## src/rtl/mds_rs_engine.sv

```systemverilog
// Byte-serial GF(2^8) matrix-vector engine for the Twofish core.
// Mode 0 multiplies a 4-byte vector by the 4x4 MDS matrix over MDS_POLY.
// Mode 1 multiplies an 8-byte vector by the 4x8 RS matrix over RS_POLY.
// BYTES_PER_CYCLE input bytes are folded into the accumulator per BUSY cycle.
module mds_rs_engine #(
  parameter int unsigned BYTES_PER_CYCLE = 1,
  parameter logic [8:0]  MDS_POLY        = 9'h169,
  parameter logic [8:0]  RS_POLY         = 9'h14D
) (
  input  logic        clk,
  input  logic        rst,
  input  logic        in_valid,
  output logic        in_ready,
  input  logic        in_mode,
  input  logic [63:0] in_data,
  output logic        out_valid,
  input  logic        out_ready,
  output logic [31:0] out_data
);

  if (BYTES_PER_CYCLE != 1 && BYTES_PER_CYCLE != 2 && BYTES_PER_CYCLE != 4) begin : g_bpc_check
    $error("mds_rs_engine: BYTES_PER_CYCLE must be 1, 2 or 4");
  end

  // Matrix rows packed with column k in byte k.
  localparam logic [31:0] MDS_R0 = 32'h5B5BEF01;
  localparam logic [31:0] MDS_R1 = 32'h01EFEF5B;
  localparam logic [31:0] MDS_R2 = 32'hEF015BEF;
  localparam logic [31:0] MDS_R3 = 32'h5BEF01EF;
  localparam logic [63:0] RS_R0  = 64'h9EDB585A8755A401;
  localparam logic [63:0] RS_R1  = 64'hE568C61EF38256A4;
  localparam logic [63:0] RS_R2  = 64'h193DAE47C1FCA102;
  localparam logic [63:0] RS_R3  = 64'h039EDB585A8755A4;

  typedef enum logic [1:0] {
    ST_IDLE,
    ST_BUSY,
    ST_DONE
  } state_t;

  state_t      state_q, state_d;
  logic [63:0] data_q, data_d;
  logic        mode_q, mode_d;
  logic [31:0] acc_q, acc_d;
  logic [2:0]  idx_q, idx_d;
  logic        last_beat;

  // Shift-and-add GF(2^8) multiply, reducing with the low 8 bits of poly.
  function automatic logic [7:0] gf_mul(input logic [7:0] a, input logic [7:0] b,
                                        input logic [7:0] poly);
    logic [7:0] x;
    logic [7:0] bb;
    logic [7:0] res;
    x   = a;
    bb  = b;
    res = '0;
    for (int unsigned i = 0; i < 8; i++) begin
      if (bb[0]) res = res ^ x;
      x  = {x[6:0], 1'b0} ^ (x[7] ? poly : 8'h00);
      bb = bb >> 1;
    end
    return res;
  endfunction

  // Matrix coefficient M[r][k] for the given mode.
  function automatic logic [7:0] coef(input logic mode, input int unsigned r,
                                      input int unsigned k);
    logic [63:0] row;
    logic [63:0] sh;
    if (mode) begin
      case (r)
        0:       row = RS_R0;
        1:       row = RS_R1;
        2:       row = RS_R2;
        default: row = RS_R3;
      endcase
    end else begin
      case (r)
        0:       row = {32'h0, MDS_R0};
        1:       row = {32'h0, MDS_R1};
        2:       row = {32'h0, MDS_R2};
        default: row = {32'h0, MDS_R3};
      endcase
    end
    sh = row >> (8 * k);
    return sh[7:0];
  endfunction

  // Contribution of bytes idx..idx+BPC-1 to all four output rows.
  function automatic logic [31:0] beat_contrib(input logic mode, input logic [63:0] data,
                                               input logic [2:0] idx);
    logic [31:0]  acc;
    logic [63:0]  sh;
    logic [7:0]   b;
    logic [7:0]   poly;
    int unsigned  k;
    acc  = '0;
    poly = mode ? RS_POLY[7:0] : MDS_POLY[7:0];
    for (int unsigned j = 0; j < BYTES_PER_CYCLE; j++) begin
      k  = 32'(idx) + j;
      sh = data >> (8 * k);
      b  = sh[7:0];
      for (int unsigned r = 0; r < 4; r++) begin
        acc = acc ^ (32'(gf_mul(coef(mode, r, k), b, poly)) << (8 * r));
      end
    end
    return acc;
  endfunction

  // Final beat when this beat consumes the last column of the latched mode.
  assign last_beat = ({1'b0, idx_q} + 4'(BYTES_PER_CYCLE)) == (mode_q ? 4'd8 : 4'd4);

  // State register.
  always_ff @(posedge clk or posedge rst) begin
    if (rst) state_q <= ST_IDLE;
    else     state_q <= state_d;
  end

  // Next-state logic.
  always_comb begin
    state_d = state_q;
    case (state_q)
      ST_IDLE: if (in_valid)  state_d = ST_BUSY;
      ST_BUSY: if (last_beat) state_d = ST_DONE;
      ST_DONE: if (out_ready) state_d = ST_IDLE;
      default:                state_d = ST_IDLE;
    endcase
  end

  // Handshake outputs decoded from state.
  always_comb begin
    in_ready  = (state_q == ST_IDLE);
    out_valid = (state_q == ST_DONE);
  end

  // Datapath next values: latch at accept, accumulate while busy.
  always_comb begin
    data_d = data_q;
    mode_d = mode_q;
    acc_d  = acc_q;
    idx_d  = idx_q;
    case (state_q)
      ST_IDLE: begin
        if (in_valid) begin
          data_d = in_data;
          mode_d = in_mode;
          acc_d  = '0;
          idx_d  = '0;
        end
      end
      ST_BUSY: begin
        acc_d = acc_q ^ beat_contrib(mode_q, data_q, idx_q);
        // Index holds on the final beat so it never reaches 8.
        if (!last_beat) idx_d = idx_q + 3'(BYTES_PER_CYCLE);
      end
      default: ;
    endcase
  end

  // Datapath registers.
  always_ff @(posedge clk or posedge rst) begin
    if (rst) begin
      data_q <= '0;
      mode_q <= 1'b0;
      acc_q  <= '0;
      idx_q  <= '0;
    end else begin
      data_q <= data_d;
      mode_q <= mode_d;
      acc_q  <= acc_d;
      idx_q  <= idx_d;
    end
  end

  assign out_data = acc_q;

endmodule

```

## config.mk

```make
export PLATFORM = sky130hd
export DESIGN_NAME = mds_rs_engine
export DESIGN_NICKNAME = d
export VERILOG_FILES = /design/src/rtl/mds_rs_engine.sv
export SDC_FILE = /design/constraint.sdc
export NUM_CORES = 1
export LEC_CHECK = 0
export ABC_AREA = 1
export ABC_CLOCK_PERIOD_IN_PS = 9900
export BUFFER_PORTS_ARGS = -buffer_cell sky130_fd_sc_hd__buf_2
export CORE_MARGIN = 5
export CORE_UTILIZATION = 45
export CTS_BUF_LIST = sky130_fd_sc_hd__clkbuf_8
export DETAILED_ROUTE_END_ITERATION = 7
export GPL_TIMING_DRIVEN = 1
export PLACE_DENSITY = 0.73
export SYNTH_ARGS = -nofsm -noshare
export SYNTH_HDL_FRONTEND = slang
export SYNTH_SLANG_ARGS = --single-unit
export TNS_END_PERCENT = 5
```

## constraint.sdc

```tcl
create_clock -name clk -period 9.9 [get_ports clk]
set_input_delay 0.99 -clock clk [delete_from_list [all_inputs] [get_ports clk]]
set_output_delay 0.99 -clock clk [all_outputs]
set_load 0.02 [all_outputs]
```

### Yosys cells after proc, flatten, opt, wreduce, memory -nomap -nowiden

Index checks and enable logic that the tools add are counted.

| storage, ports and cells | value |
|---|---|
| register bits after elaboration | 102 |
| bits of input ports | 69 |
| output and inout bits | 34 |

| cells by class | value |
|---|---|
| add/sub/neg operators | 2 |
| eq/ne operators | 7 |
| shifts and indexed selects | 5 |
| multiplexer cells | 111 |
| bitwise logic cells | 60 |
| reductions and logical operators | 6 |

Operators by type and width:

| kind | count |
|---|---|
| $mux W8 | 64 |
| $mux W64 | 6 |
| $shr A64 B6 Y8 | 5 |
| $xor A8 B7 Y8 | 28 |
| $xor A8 B8 Y8 | 28 |
| $mux W7 | 28 |
| $pmux W32 S2 | 1 |
| $mux W61 | 1 |
| $mux W58 | 1 |
| $mux W32 | 1 |
| $xor A24 B32 Y32 | 1 |
| $xor A32 B32 Y32 | 1 |
| $xor A16 B24 Y24 | 1 |
| $xor A8 B16 Y16 | 1 |
| $mux W2 | 3 |
| $mux W3 | 2 |
| $mux W6 | 1 |
| $ne A2 B2 Y1 const B | 3 |
| $pmux W2 S3 | 1 |
| $pmux W3 S2 | 1 |
| $reduce_and A3 Y1 | 2 |
| $add A3 B1 Y4 const B | 1 |
| $eq A4 B4 Y1 | 1 |
| $mux W4 | 1 |
| 7 further kinds | 8 |

### Longest topological paths before layout

Gate-level depths: netlist of the first run.

| logic depth | value |
|---|---|
| depth after elaboration | 31 |
| depth in mapped cells | 31 |
| gate-level depth less buffers | 26 |

### Least setup slack after synthesis of the first run

Ideal clock, no wire load.

| timing path | value |
|---|---|
| path type | register -> register |
| start | reg mode_q |
| end | reg acc_q[11], in the netlist out_data[11] |
| setup time | 118 ps |
| data arrival time | 3,736 ps |
| slack | 6,046 ps |
| cell stages (with the launch flop) | 24 |
| path buffers | 5 |
| cell sequence | dfrtp_1 inv_2 buf_2 clkbuf_1 buf_2 buf_2 buf_1 ha_1 nand2_1 nand2_1 nand2_1 nand2_1 inv_2 nand3_1 nand2_1 nand2_1 nand2_4 xor2_1 nand2_1 nand3b_1 nand2_1 nand2_1 nand3_1 nand2_1 |

| on the way | value |
|---|---|
| word-level cells in the longest chain between the ends | 31 |
| elaborated cells between the ends (all ways) | 46 |

RTL lines:

| element | RTL line | source |
|---|---|---|
| start, declared | 43 | `logic mode_q, mode_d;` |
| start signal, assigned | 169 | `mode_q <= mode_d;` |
| $mux W64 | 70 | `if (mode) begin` |
| $mux W64 | 142 | `case (state_q)` |
| $shr A64 B6 Y8 | 85 | `sh = row >> (8 * k);` |
| $mux W8 or $mux W7 (tied branches) | 58, 59 |  |
| $mux W8 or $xor A8 B7 Y8 (tied branches) | 142, 59 |  |
| $xor A8 B8 Y8 | 58 | `if (bb[0]) res = res ^ x;` |
| $mux W8 | 58 |  |
| $mux W8 | 142 |  |
| (+15 left out) | n/a |  |
| $xor A8 B8 Y8 | 58 |  |
| $mux W8 * | 58 |  |
| $mux W8 * | 142 |  |
| $xor A8 B16 Y16 * | 104 | `acc = acc ^ (32'(gf_mul(coef(mode, r, k), b, poly)) << (8 * r));` |
| $xor A16 B24 Y24 * | 104 |  |
| $xor A24 B32 Y32 * | 104 |  |
| $xor A32 B32 Y32 * | 152 | `acc_d = acc_q ^ beat_contrib(mode_q, data_q, idx_q);` |
| $pmux W32 S2 * | 142 |  |
| end signal, assigned | 165 | `acc_q <= '0;` |
| end signal, assigned | 170 | `acc_q <= acc_d;` |
| end, declared | 44 | `logic [31:0] acc_q, acc_d;` |

Every way passes the cells marked *; elsewhere a longest branch is shown, timed or not. The select of a mux whose other input is x is not followed.
A chain may end at the register's enable or synchronous reset.

### Worst setup path after layout of the first run

| timing path | value |
|---|---|
| start | reg idx_q[2] |
| end | reg acc_q[30], in the netlist out_data[30] |

| on the way | value |
|---|---|
| word-level cells in the longest chain between the ends | 27 |
| elaborated cells between the ends (all ways) | 42 |

RTL lines:

| element | RTL line | source |
|---|---|---|
| start, declared | 45 | `logic [2:0] idx_q, idx_d;` |
| start signal, assigned | 171 | `idx_q <= idx_d;` |
| $shr A64 B6 Y8 (on tied branches) | 85, 101 |  |
| $mux W8 or $mux W7 (tied branches) | 58, 59 |  |
| $mux W8 or $xor A8 B7 Y8 (tied branches) | 142, 59 |  |
| $xor A8 B8 Y8 | 58 |  |
| $mux W8 | 58 |  |
| $mux W8 | 142 |  |
| $xor A8 B8 Y8 | 58 |  |
| $mux W8 | 58 |  |
| (+11 left out) | n/a |  |
| $mux W8 | 58 |  |
| $mux W8 | 142 |  |
| $xor A8 B8 Y8 | 58 |  |
| $mux W8 * | 58 |  |
| $mux W8 * | 142 |  |
| $xor A24 B32 Y32 * | 104 |  |
| $xor A32 B32 Y32 * | 152 |  |
| $pmux W32 S2 * | 142 |  |

Marks and branches as above.

==> results by stage, run 1 <==
Logic synthesis:
- In this run, synthesis produced a sequential element count of 102.
- By area the synthesized netlist is led by nand2_1 (33%), dfrtp_1 (21%), nand3_1 (12%), inv_1 (5.7%), nor2_1 (5.3%).
- By count the netlist is led by nand2_1 (1055), nand3_1 (287), inv_1 (182).
- The biggest area contributor in the post-synthesis netlist is nand2_1.
- The most numerous cell in the Yosys netlist is nand2_1.
- The gate count of the mapped netlist is about 2200.
- In this run, synthesis inferred 0 flip-flops with an integrated enable.
- In the synthesized netlist the async set-or-reset flop fraction comes to 100%.
- For this run, the number of Yosys warnings is 0.
- The area share of the largest cell type after synthesis is 33.0%.
- A synthesized cell averages approximately 5.5 sq um.
- The post-synthesis net count is 2268.
- The number of different library cells used by synthesis comes to 39.
- For this run, the register share of the synthesized area comes to 21.2%.
- After synthesis the cells add up to ~12000 sq um.
- For this run, the leading register cell type out of synthesis is dfrtp_1.

Detailed routing:
- The detailed-route DRC error count is 0.
- Before antenna repair, the detailed router went through 6 iterations.
- The detailed route wirelength on metal3 is approximately 2.2 mm.
- The met2 layer wire length in the routed design is between 15 and 20 mm.
- After detailed routing, the wire length on met1 is 16.2 mm.
- The post-route antenna net violation count is 0.
- The aggregate routed wire length is 36.9 mm.
- The via total after detailed routing is 13500.
- The post-detailed-route via-to-cell ratio is around 5.2.
- The final routed wire length divided by cell count is 14.3 um.
- The highest metal layer with signal wires is met4.
- The iteration-0 DRC count of the detailed router is 1228.

STA:
- The remaining max-slew budget at the tightest pin is slightly below 40%.
- The setup TNS is 0 ns.
- The count of pins over their slew limit is 0.
- The final critical path time including I/O delays and setup is 4.02 ns.
- Setup repair after global routing left no endpoint under its margin.
- The portion of the clock cycle consumed by the worst path in the final layout is between 40% and 50%.
- The number of hold violations in the final report is 0.
- The pin slew with the least headroom to its limit is ~0.91 ns.
- For this run, the top clock speed supported by timing is 249 MHz.
- For the final database, setup skew stands at between 0.015 and 0.02 ns.
- In the post-route analysis, the smallest setup slack over all paths is 5.88 ns.
- The count of endpoints failing setup in the final report is 0.

Clocking:
- In this run the post-CTS setup repair buffer count came out at 0.
- The clock tree from TritonCTS is built.
- The clock reaches the later pin of the worst-skew pair after 0.41 ns.
- Post-CTS repair changed the size of 0 cells.
- The clock net in this run drives a total of 102 sinks.
- The clock-pin slew of the registers on the worst-case setup and hold paths is 0.12 ns.
- In this run, post-CTS hold repair placed 0 buffers.
- No sink is reached through more buffers than the 2 on the longest clock path.
- The number of H-tree levels is 3.
- Counting the buffers created by CTS gives 9.
- CTS placed an instance of clkbuf_8 at the clock tree root.

Final layout:
- The layout net count is 2323.
- The number of fill cells is 2772.
- The final design utilization is roughly half.
- The number of antenna diodes in the final layout is 0.
- The sequential cells in the finished layout cover a total of 2550 sq um.
- The multi-input combinational cells in the finished layout cover a total of 8340 sq um.
- The number of standard cells in the final layout excluding fillers is 2583.
- Compared with the post-synthesis result, the final layout area differs by 7.37%.
- The fraction of final layout cells sized beyond drive strength 1 is under 10%.

Worst setup path:
- The required time of the critical path is ~10 ns.
- For the worst flop-to-flop path, the logic depth is 19.
- The kind of end point of the critical path is a flip-flop.
- The critical path is of the reg -> reg type.
- Across all register-to-register paths, the minimum setup slack is 5.88 ns.
- Of all nets on the critical path, the largest fanout is 48.
- The worst setup path is launched from a flip-flop.
- The worst reg2reg path startpoint is idx_q[2]$_DFFE_PP0P_.
- The data arrival time of the critical path is 4.34 ns.
- In this run the critical register-to-register path is captured at out_data[30]$_DFFE_PP0P_.

Placed design:
- The final RePlAce weighted congestion is 0.968.
- OpenSTA, run right after detailed placement, puts the worst setup slack at 5.95 ns.
- During placement, the flow inserted port buffers numbering 102.
- Counting tap cells, the placed design contains a total of 2567 instances.
- The HPWL after detailed placement is 26.7 mm.

Floorplanning:
- The core region area is 26200 sq um.
- The die is 173 um tall.
- The die is roughly 170 um wide.
- The initial core utilization is 45.8%.
- The floorplan die area is 30100 sq um.
- After floorplanning, the core was divided into 59 placement rows.
- Pin placement for this block handled 103 I/O pins.

Min path:
- The cell count of the worst hold path is 2.
- The origin of the worst min-delay path is data_q[18]$_DFFE_PP0P_.
- The tightest min-delay check is of the reg -> reg type.
- The worst hold path terminates at data_q[18]$_DFFE_PP0P_.

Global route:
- For this run the aggregate overflow at the end of global routing stands at 0.
- The number of antenna violations at the first check in global routing was 0.
- The total global routing track utilization is between 20% and 30%.
- The first global-routing pass estimated 61.8 mm of wire.
- The number of global-route vias before repair came to between 10000 and 15000.
- Entering global routing, the biggest net connects 81 pins.

Outcome:
- The flow ran to the end, and the final reports show no timing, DRC or antenna violations.

Run:
- The tool flagged a number of max-cap violations equal to 0.
==> per-layer routing <==
metal	global-route usage, %	vias to the layer above
met1	31.5	6115
met3	3.40	82
met2	41.9	449
met5	0	-
li1	-	6903
met4	7.95	0
==> critical path: stages, from the launching register on <==
cell and delay [ns]:
dfrtp_1 0.89, inv_2 0.58, a21oi_1 0.85, inv_1 0.19
nand3_1 0.16, nand2_1 0.17, nor2_1 0.18, nand2_1 0.11
nand2_1 0.10, nand2_1 0.05, nand2_1 0.10, nand2_1 0.06
nand2_1 0.09, nand2_1 0.06, nand2_1 0.08, nand2_1 0.07
inv_1 0.05, nand2_1 0.04, nand3_1 0.06, nand2_1 0.05
==> cell usage in the layout (no fill, tap or decap), drive strengths merged <==
cell type,n
o2111ai,1
buf,116
o211ai,1
nand2,1083
xor2,69
clkinvlp,1
o21ai,46
clkbuf,9
o21bai,1
nand3b,19
dfrtp,102
ha,11
o22ai,10
nor3,1
xnor2,47
nand4,21
o21a,2
clkinv,5
or2,19
a21o,1
inv,201
bufinv,1
and2,1
nand3,299
nor2,172
a21oi,9
==> area by class of cell <==
type                       count  area share [%]
multi-input combinational   1813            64.6
timing repair buffer         116            4.77
inverter                     201            5.89
sequential                   102            19.8
clock inverter                 7           0.698
tap                          335            3.25
clock buffer                   9           0.960
==> metrics by stage <==
step,hold slack [ns],cell area [sq um]
after floorplan,0.441,12000
after global placement,0.463,12700
after detailed placement,0.465,12700
after CTS,0.494,12900
after global routing,0.519,12900
final,0.493,12900
==> cell families after synthesis <==
group           Yosys count  synth area share, %
compound gates           71                 3.35
xor+xnor                116                 8.52
fa+ha+maj                11                 1.15
buf+inv                 273                 9.45
flops                   102                 21.2
simple gates           1615                 56.3
==> how the worst max path moves through the flow <==
stage	cells after the start	from	to	slack, ns
finish	19	idx_q[2]$_DFFE_PP0P_	out_data[30]$_DFFE_PP0P_	5.88
detailed placement	19	idx_q[2]$_DFFE_PP0P_	out_data[30]$_DFFE_PP0P_	5.95
global placement	23	mode_q$_DFFE_PP0P_	out_data[14]$_DFFE_PP0P_	6.17
floorplan	23	mode_q$_DFFE_PP0P_	out_data[11]$_DFFE_PP0P_	6.05
CTS	17	idx_q[2]$_DFFE_PP0P_	out_data[29]$_DFFE_PP0P_	5.93
global route	17	idx_q[2]$_DFFE_PP0P_	out_data[29]$_DFFE_PP0P_	5.49
==> sequential cells by signal, summed over array words and instances (netlist names) <==
register	flops
data_q	64
out_data	32
idx_q	3
state_q	2
mode_q	1
Power of run 1 is left out: the tool's default activity adds up to more than one toggle a clock period on the data nets, which glitch-free logic cannot reach.
==> run 2, diff against run 1 <==
Settings changed: ABC_AREA 1 to 0, ABC_CLOCK_PERIOD_IN_PS 9900 to 4190.
Clock period 9.9 ns to 4.19 ns, I/O delays scaled along.
==> run 2 against run 1 <==
  * Sequential cell count is the same
  * Via count shrank 21%
  * Fmax grew 1.1%
  * Clock skew grew 0.0019 ns
  * Cell area shrank 1.0%
  * Hold slack lost 0.32 ns
  * Die area shrank 3.5%
  * Core utilization grew 1.3 points
  * Routed wire length shrank 0.99%
  * Non-clock buffer count grew 55
  * Synthesized area shrank 3.7%
  * Global-route usage grew 0.82 points
  * Largest cell class unchanged
==> results by stage, run 2 <==
Worst setup path:
- The largest individual stage delay along the critical path comes from the cell mux4_2.
- By startpoint and endpoint, the worst setup path is classified as reg -> reg.
- The endpoint of the most critical register-to-register path is out_data[12]$_DFFE_PP0P_.
- For the worst flop-to-flop path, the logic depth is 12.
- Data arrives at the worst endpoint at 4.26 ns.
- The register-to-register path setup slack is 0.21 ns.
- The signal on the critical path passes through buf_4, ha_1, buf_4, inv_1, mux4_2, xnor3_2, xnor3_2, xor2_1, nand2_1, xnor3_1, o211ai_1, o31ai_1.
- In this run the critical register-to-register path is launched from idx_q[0]$_DFFE_PP0P_.
- Data on the critical path is required at its endpoint by around 4.5 ns.
- The largest single stage delay on the critical path is slightly below 0.6 ns.
- The kind of end point of the critical path is a flip-flop.
- The critical path launch point type is a flip-flop.
- In this run the worst path has a maximum fanout of 31.

STA:
- The final critical path takes up 94.9% of the cycle.
- The remaining max-slew budget at the tightest pin is 33.2%.
- Setup repair after global routing left no endpoint under its margin.
- The final critical path time including I/O delays and setup is 3.98 ns.
- Setup violations remaining at the end of the flow were counted as 0.
- The tightest hold margin is 0.169 ns.
- The pin slew with the least headroom to its limit is 1.00 ns.
- The fmax is 251 MHz.
- The number of hold violations in the final report is 0.
- The count of pins over their slew limit was 0.
- Setup total negative slack on the finished layout was measured at 0 ns.
- Clock skew on the completed layout was measured at 0.0217 ns.

Detailed routing:
- The number of search-and-repair iterations in the first detailed-routing pass is 6.
- The aggregate routed wire length is 36.5 mm.
- The iteration-0 DRC count of the detailed router is around 1100.
- The final route contains about 11000 vias.
- After detailed routing, the number of vias per cell comes to 5.73.
- For this run, design rule violations remaining after detail routing come to 0.
- The count of nets left with antenna violations once routing finished came out at 0.
- Dividing the detail-routed wire length by the instance count gives about 20 um.

Logic synthesis:
- After synthesis, the netlist uses 87 different library cells.
- The sequential share of the synthesized area is 22.1%.
- The most numerous cell in the Yosys netlist is nand2_1.
- The synthesized area per cell is roughly 8 sq um.
- The post-synthesis adder-cell area fraction is between 1 and 1.5%.
- Multiplexer cells account for around 8.6% of the synthesized area.
- After technology mapping, the gate count stands at ~1400.
- The parity-gate share of the synthesized area counting xor and xnor cells is 25.9%.
- The number of register bits inferred by synthesis is 102.
- The compound-gate portion of the synthesized area is around 14%.
- By area the synthesized netlist is led by dfrtp_1 (22%), xnor2_1 (13%), nand2_1 (11%), xnor3_1 (6.2%), nor2_1 (5.5%).
- Among all flip-flop cells after synthesis, the most frequent one is dfrtp_1.
- The number of nets handed over by synthesis was 1529.
- The number of warnings reported in the yosys synthesis log is 0.
- The simple logic cell fraction of the synthesized area is 23.3%.
- The proportion of register bits with asynchronous set or reset after synthesis is 100%.
- The largest family of logic cells by synthesized area is XOR/XNOR gates.
- Counting instances in the post-synthesis netlist gives the leading cell types as nand2_1 (342), xnor2_1 (174), nor2_1 (171).
- In this run the cell area of the synthesized design comes to 11600 sq um.
- Counting flops with a built-in enable in the synthesized netlist gives 0.
- The library cell occupying the most area in the post-synthesis netlist is dfrtp_1.
- The area share of the largest cell type after synthesis is 22.1%.

Global route:
- The number of antenna violations at the first check in global routing came to 0.
- For met1 alone, demand over resource in global routing was 34.9%.
- The total global routing track utilization is between 20% and 30%.
- The met2 global-route usage is around two fifths.
- In the global route stage, met3 resource usage came out at 4.34%.
- The first global-routing pass estimated approximately 58 mm of wire.
- The global routing stage identified its most utilized layer as met2.
- Entering global routing, the biggest net connects 82 pins.
- The overall overflow remaining after global route is 0.
- The number of global-route vias before repair is roughly 10000.

Final layout:
- The top cell types in the final layout, fill and taps aside, are nand2_1 (341), xnor2_1 (174), nor2_1 (170).
- Once layout is complete, the cells apart from fillers number about 1900.
- The register with the most flip-flops in the layout has between 60 and 70 of them.
- After routing the design area is 12800 sq um.
- The net count of the finished layout is approximately 1600.
- The library cell used most frequently in the layout, excluding fill and tap cells, is nand2_1.
- The antenna cell count is 0.
- Counting flops per register, the top entry is data_q.
- The fraction of final layout cells sized beyond drive strength 1 is 18.4%.
- The layout overhead on the synthesized area is 10.4%.

Min path:
- The cell count of the worst hold path is 3.
- In this run the most critical hold path is launched from in_data[51].
- The path with the worst hold slack has its endpoint at data_q[51]$_DFFE_PP0P_.
- The class of the tightest hold or removal check is in -> reg.

Clocking:
- The maximum buffer depth of the clock tree is 2.
- The tree is rooted in a clkbuf_8.
- The H-tree was split into 3 levels.
- The clock insertion delay at the later pin of the skew report is 0.42 ns.
- Counting every sink on the clock net gives 102.
- TritonCTS built the clock tree.
- The total CTS buffers is 9.
- The total setup buffers inserted after CTS is 0.
- After clock tree synthesis, the clock-pin slew on the worst setup and hold paths is about 0.14 ns.

Placed design:
- The placed wire-length estimate after detailed placement is 26.9 mm.
- Once placement finished, the instance area stood at 12500 sq um.
- Port buffering added 102 buffers.
- The final RePlAce weighted congestion is 0.995.
- The number of placed instances, taps included is roughly 1800.

Floorplanning:
- The die outline height is around 170 um.
- From left edge to right edge, the die measures 170 um.
- For this configuration, the core starts out at a cell density of 45.8%.
- For this design the top-level I/O count stands at 103.
- The die covers 29000 sq um.
- The core region is 25300 sq um.
- The number of placement rows is 58.

Outcome:
- The run finished with clean final reports.

Run:
- The tool flagged a number of max-cap violations equal to 0.
-- run 2: cell types whose count changed in the layout (fill, tap and decap cells not counted), sizes merged, moves of 21 or more --
cell   before  now
a21oi       9   49
buf       116  171
inv       201   24
mux2i       0   32
mux4        0   21
nand2    1083  342
nand3     299   28
o21ai      46   67
xnor2      47  179
xnor3       0   35
-- run 2: final cells by class --
type                       instances  area [sq um]
sequential                       102          2560
multi-input combinational       1223          8440
inverter                          20          77.6
tap                              330           413
timing repair buffer             171          1050
fill                            2458         12500
clock buffer                       9           124
clock inverter                     7          98.8
-- run 2: kinds of logic after synthesis --
group,after synthesis
AOI/OAI and AO/OA,228
adders and majority gates,11
and+or+nand+nor,638
DFF,102
muxes,70
buffers and inverters,124
xor gates and xnor gates,276
-- run 2: stage by stage --
| stage | utilization (%) | setup slack (ns) |
|---|---|---|
| after global placement | 49.7 | 0.319 |
| after global routing | 50.5 | 0.00868 |
| after CTS | 50.5 | 0.246 |
| after detailed placement | 49.7 | 0.267 |
| after floorplan | - | -0.0121 |
| final | 50.5 | 0.214 |
-- run 2: timing repair --
action | CTS | global route
resized for setup | 0 | 1
hold buffers | 0 | 0
setup endpoints to repair | 0 | 1
-- run 2: per-layer routing --
metal	share of wire, %	wire (um)
met3	7.9	2880
met2	46	16600
met5	0	0
met4	3.0	1090
met1	43	15900
-- run 2: worst max path at each step --
stage | cells after the start | slack [ns] | endpoint | startpoint
after floorplan | 16 | -0.01 | out_data[12]$_DFFE_PP0P_ | mode_q$_DFFE_PP0P_
after detailed placement | 12 | 0.27 | out_data[12]$_DFFE_PP0P_ | idx_q[0]$_DFFE_PP0P_
after CTS | 12 | 0.25 | out_data[12]$_DFFE_PP0P_ | idx_q[0]$_DFFE_PP0P_
after global placement | 12 | 0.32 | out_data[12]$_DFFE_PP0P_ | idx_q[0]$_DFFE_PP0P_
after global routing | 12 | 0.009 | out_data[12]$_DFFE_PP0P_ | idx_q[0]$_DFFE_PP0P_
final | 12 | 0.21 | out_data[12]$_DFFE_PP0P_ | idx_q[0]$_DFFE_PP0P_
-- run 2: critical path: cells and delay by family (launching register included) --
kind	cells	cell delay (ns)
xor+xnor	4	1.60
buf+inv	3	0.65
mux	1	0.59
flops	1	0.38
fa+ha+maj	1	0.27
compound gates	2	0.26
simple gates	1	0.09
Power of run 2 is left out for the same reason.
==> run 3, diff against run 2 <==
Settings changed: ABC_CLOCK_PERIOD_IN_PS 4190 to 5150.
Clock period 4.19 ns to 5.15 ns, I/O delays scaled along.
==> run 3 against run 2 <==
  * Hold slack gained 0.088 ns
  * Sequential cell count is the same
  * Critical endpoint is now out_data[21]$_DFFE_PP0P_
  * Fmax shrank 7.8%
  * Highest routed layer unchanged
  * Worst setup slack gained 0.62 ns
  * Sequential share of layout area grew 0.40 points
  * First-iteration DRC count grew 2.1%
  * Critical path depth grew 1
  * Routed wire length shrank 2.1%
  * Largest cell class unchanged
  * Via count shrank 1.3%
  * Clock skew shrank 0.0025 ns
==> results by stage, run 3 (synthesis gave the netlist of run 2 again) <==
Final layout:
- The fraction of final layout cells sized beyond drive strength 1 is 16.7%.
- The largest register by flop count is data_q.
- The register area is 2560 sq um.
- The library cells used most frequently in the layout, excluding fill and tap cells, are nand2_1 (341), xnor2_1 (174), nor2_1 (171).
- Leaving out fill and tap cells, the most frequent cell in the layout is nand2_1.
- The register with the most flip-flops in the layout has 64 of them.
- Summing all multi-input logic gate instances after layout gives between 8000 and 9000 sq um.
- Relative to the synthesized area, the layout overhead comes to 8.20%.
- The number of antenna diodes in the final layout is 0.
- Counting the fill cells in the layout gives around 2500.
- The layout net count is 1577.

Floorplanning:
- For this configuration, the core starts out at a cell density of 45.8%.
- Measured along the x axis, the die boundary spans 170 um.
- During I/O placement, the number of pins put on the boundary was 103.
- The core region area is ~25000 sq um.
- The die outline height is 170 um.
- The floorplan step defined a die boundary enclosing 29000 sq um.
- The number of placement rows is 58.

Global route:
- Summed over all layers, the global routing overflow is 0.
- The number of antenna violations at the first check in global routing is 0.
- The total global routing track utilization is about a quarter.
- The number of global-route vias before repair is 10300.
- The pin count of the biggest net entering global routing is 74.
- The global-route wire length before repair is about 57 mm.

STA:
- Setup repair after global routing left no endpoint under its margin.
- The count of endpoints failing setup in the final report is 0.
- The worst pin sits at a relative slew slack of between 30% and 40%.
- The worst setup margin is ~0.84 ns.
- The portion of the clock cycle consumed by the worst path in the final layout is 83.7%.
- The number of hold violations in the final report was 0.
- The fmax is 232 MHz.
- The setup TNS is 0 ns.
- After layout, the minimum clock period comes to ~4.3 ns.
- The clock skew is 0.0192 ns.
- The count of pins over their slew limit was 0.
- At the pin with the least slew margin, the transition time is 0.933 ns.

Detailed routing:
- The routed layout has 10500 vias.
- The pre-antenna-repair detailed-routing pass consisted of 5 iterations.
- The first routing iteration left 1143 violations.
- The aggregate routed wire length is 35.7 mm.
- The detailed-route DRC error count is 0.
- After detailed routing, the number of vias per cell comes to 5.74.
- The post-route antenna net violation count is 0.
- The final routed wire length divided by cell count is 19.5 um.

Worst setup path:
- The signal on the critical path passes through inv_1, ha_1, buf_4, nor2_1, o31ai_4, xnor2_1, o22ai_1, xnor2_1, nand2_1, xor2_1, xnor3_1, o31ai_1, a31o_1.
- The data arrival time of the critical path is between 4 and 5 ns.
- The buffers plus inverters on the worst setup path is 2.
- Data on the critical path is required at its endpoint by 5.51 ns.
- The beginning of the critical path is mode_q$_DFFE_PP0P_.
- The critical path launch point type is a flip-flop.
- The critical path start-end classification is reg -> reg.
- The most frequent cell on the critical path is xnor2_1.
- In this run the worst path has a maximum fanout of 21.
- The startpoint identified for the worst register-to-register timing path is mode_q$_DFFE_PP0P_.
- The slowest cell on the critical path is nor2_1.
- The delay of the slowest cell on the worst path is roughly 0.63 ns.
- The worst setup path is captured at a flip-flop.
- On the critical path the largest part of the delay comes from XOR/XNOR gates.

Clocking:
- Counting every sink on the clock net gives 102.
- The number of gates resized after CTS was 0.
- In this run the post-CTS setup repair buffer count came out at 0.
- Clock-pin slew was measured on the worst setup and hold paths at 0.13 ns.
- The maximum buffer depth of the clock tree is 2.
- The cell sitting at the root of the clock tree is a clkbuf_8.
- The H-tree was split into 3 levels.
- The clock tree from TritonCTS is built.
- The clock insertion delay at the later pin of the skew report is 0.42 ns.
- In this run, post-CTS hold repair placed 0 buffers.
- The total CTS buffers is 9.

Placed design:
- Port buffering added 102 buffers.
- The final RePlAce weighted congestion is 1.02.
- OpenSTA, run right after detailed placement, puts the worst setup slack at 1.01 ns.
- The placed wire-length estimate after detailed placement is 25.7 mm.

Min path:
- The class of the tightest hold or removal check is in -> async.

Run:
- Across the run, the number of max-cap violations was 0.

Outcome:
- The run finished with clean final reports.
## run 3: cell type report
cell class	count	area share, %
Clock buffer	9	0.990
Clock inverter	7	0.790
Inverter	20	0.620
Multi-Input combinational cell	1223	67.3
Sequential cell	102	20.4
Tap cell	330	3.30
Timing Repair Buffer	141	6.52
## run 3: per-stage QoR
stage	cells	instance area (sq um)	hold slack [ns]	util [%]
2_1_floorplan	1449	11600	0.440	-
3_3_place_gp	1816	12300	0.454	48.7
3_5_place_dp	1816	12300	0.460	48.7
4_1_cts	1832	12500	0.257	49.6
5_1_grt	1832	12500	0.276	49.6
6_report	1832	12500	0.257	49.6
## run 3: layer usage
metal	track usage, %	up-vias	share of wire, %
met4	9.55	0	3.3
met5	0	-	0
li1	-	4950	-
met2	37.5	472	44
met3	4.51	83	8.3
met1	34.7	5018	44
## run 3: path summary, 6_finish.rpt
check	cells past startpoint	slack, ns	endpoint
min in group clk	3	0.27	data_q[37]$_DFFE_PP0P_
max reg2reg	13	0.84	out_data[21]$_DFFE_PP0P_
max in group asynchronous	3	3.96	out_data[26]$_DFFE_PP0P_
max	13	0.84	out_data[21]$_DFFE_PP0P_
min	2	0.26	out_data[19]$_DFFE_PP0P_
min reg2reg	1	0.48	out_data[16]$_DFFE_PP0P_
Power of run 3 is left out for the same reason.
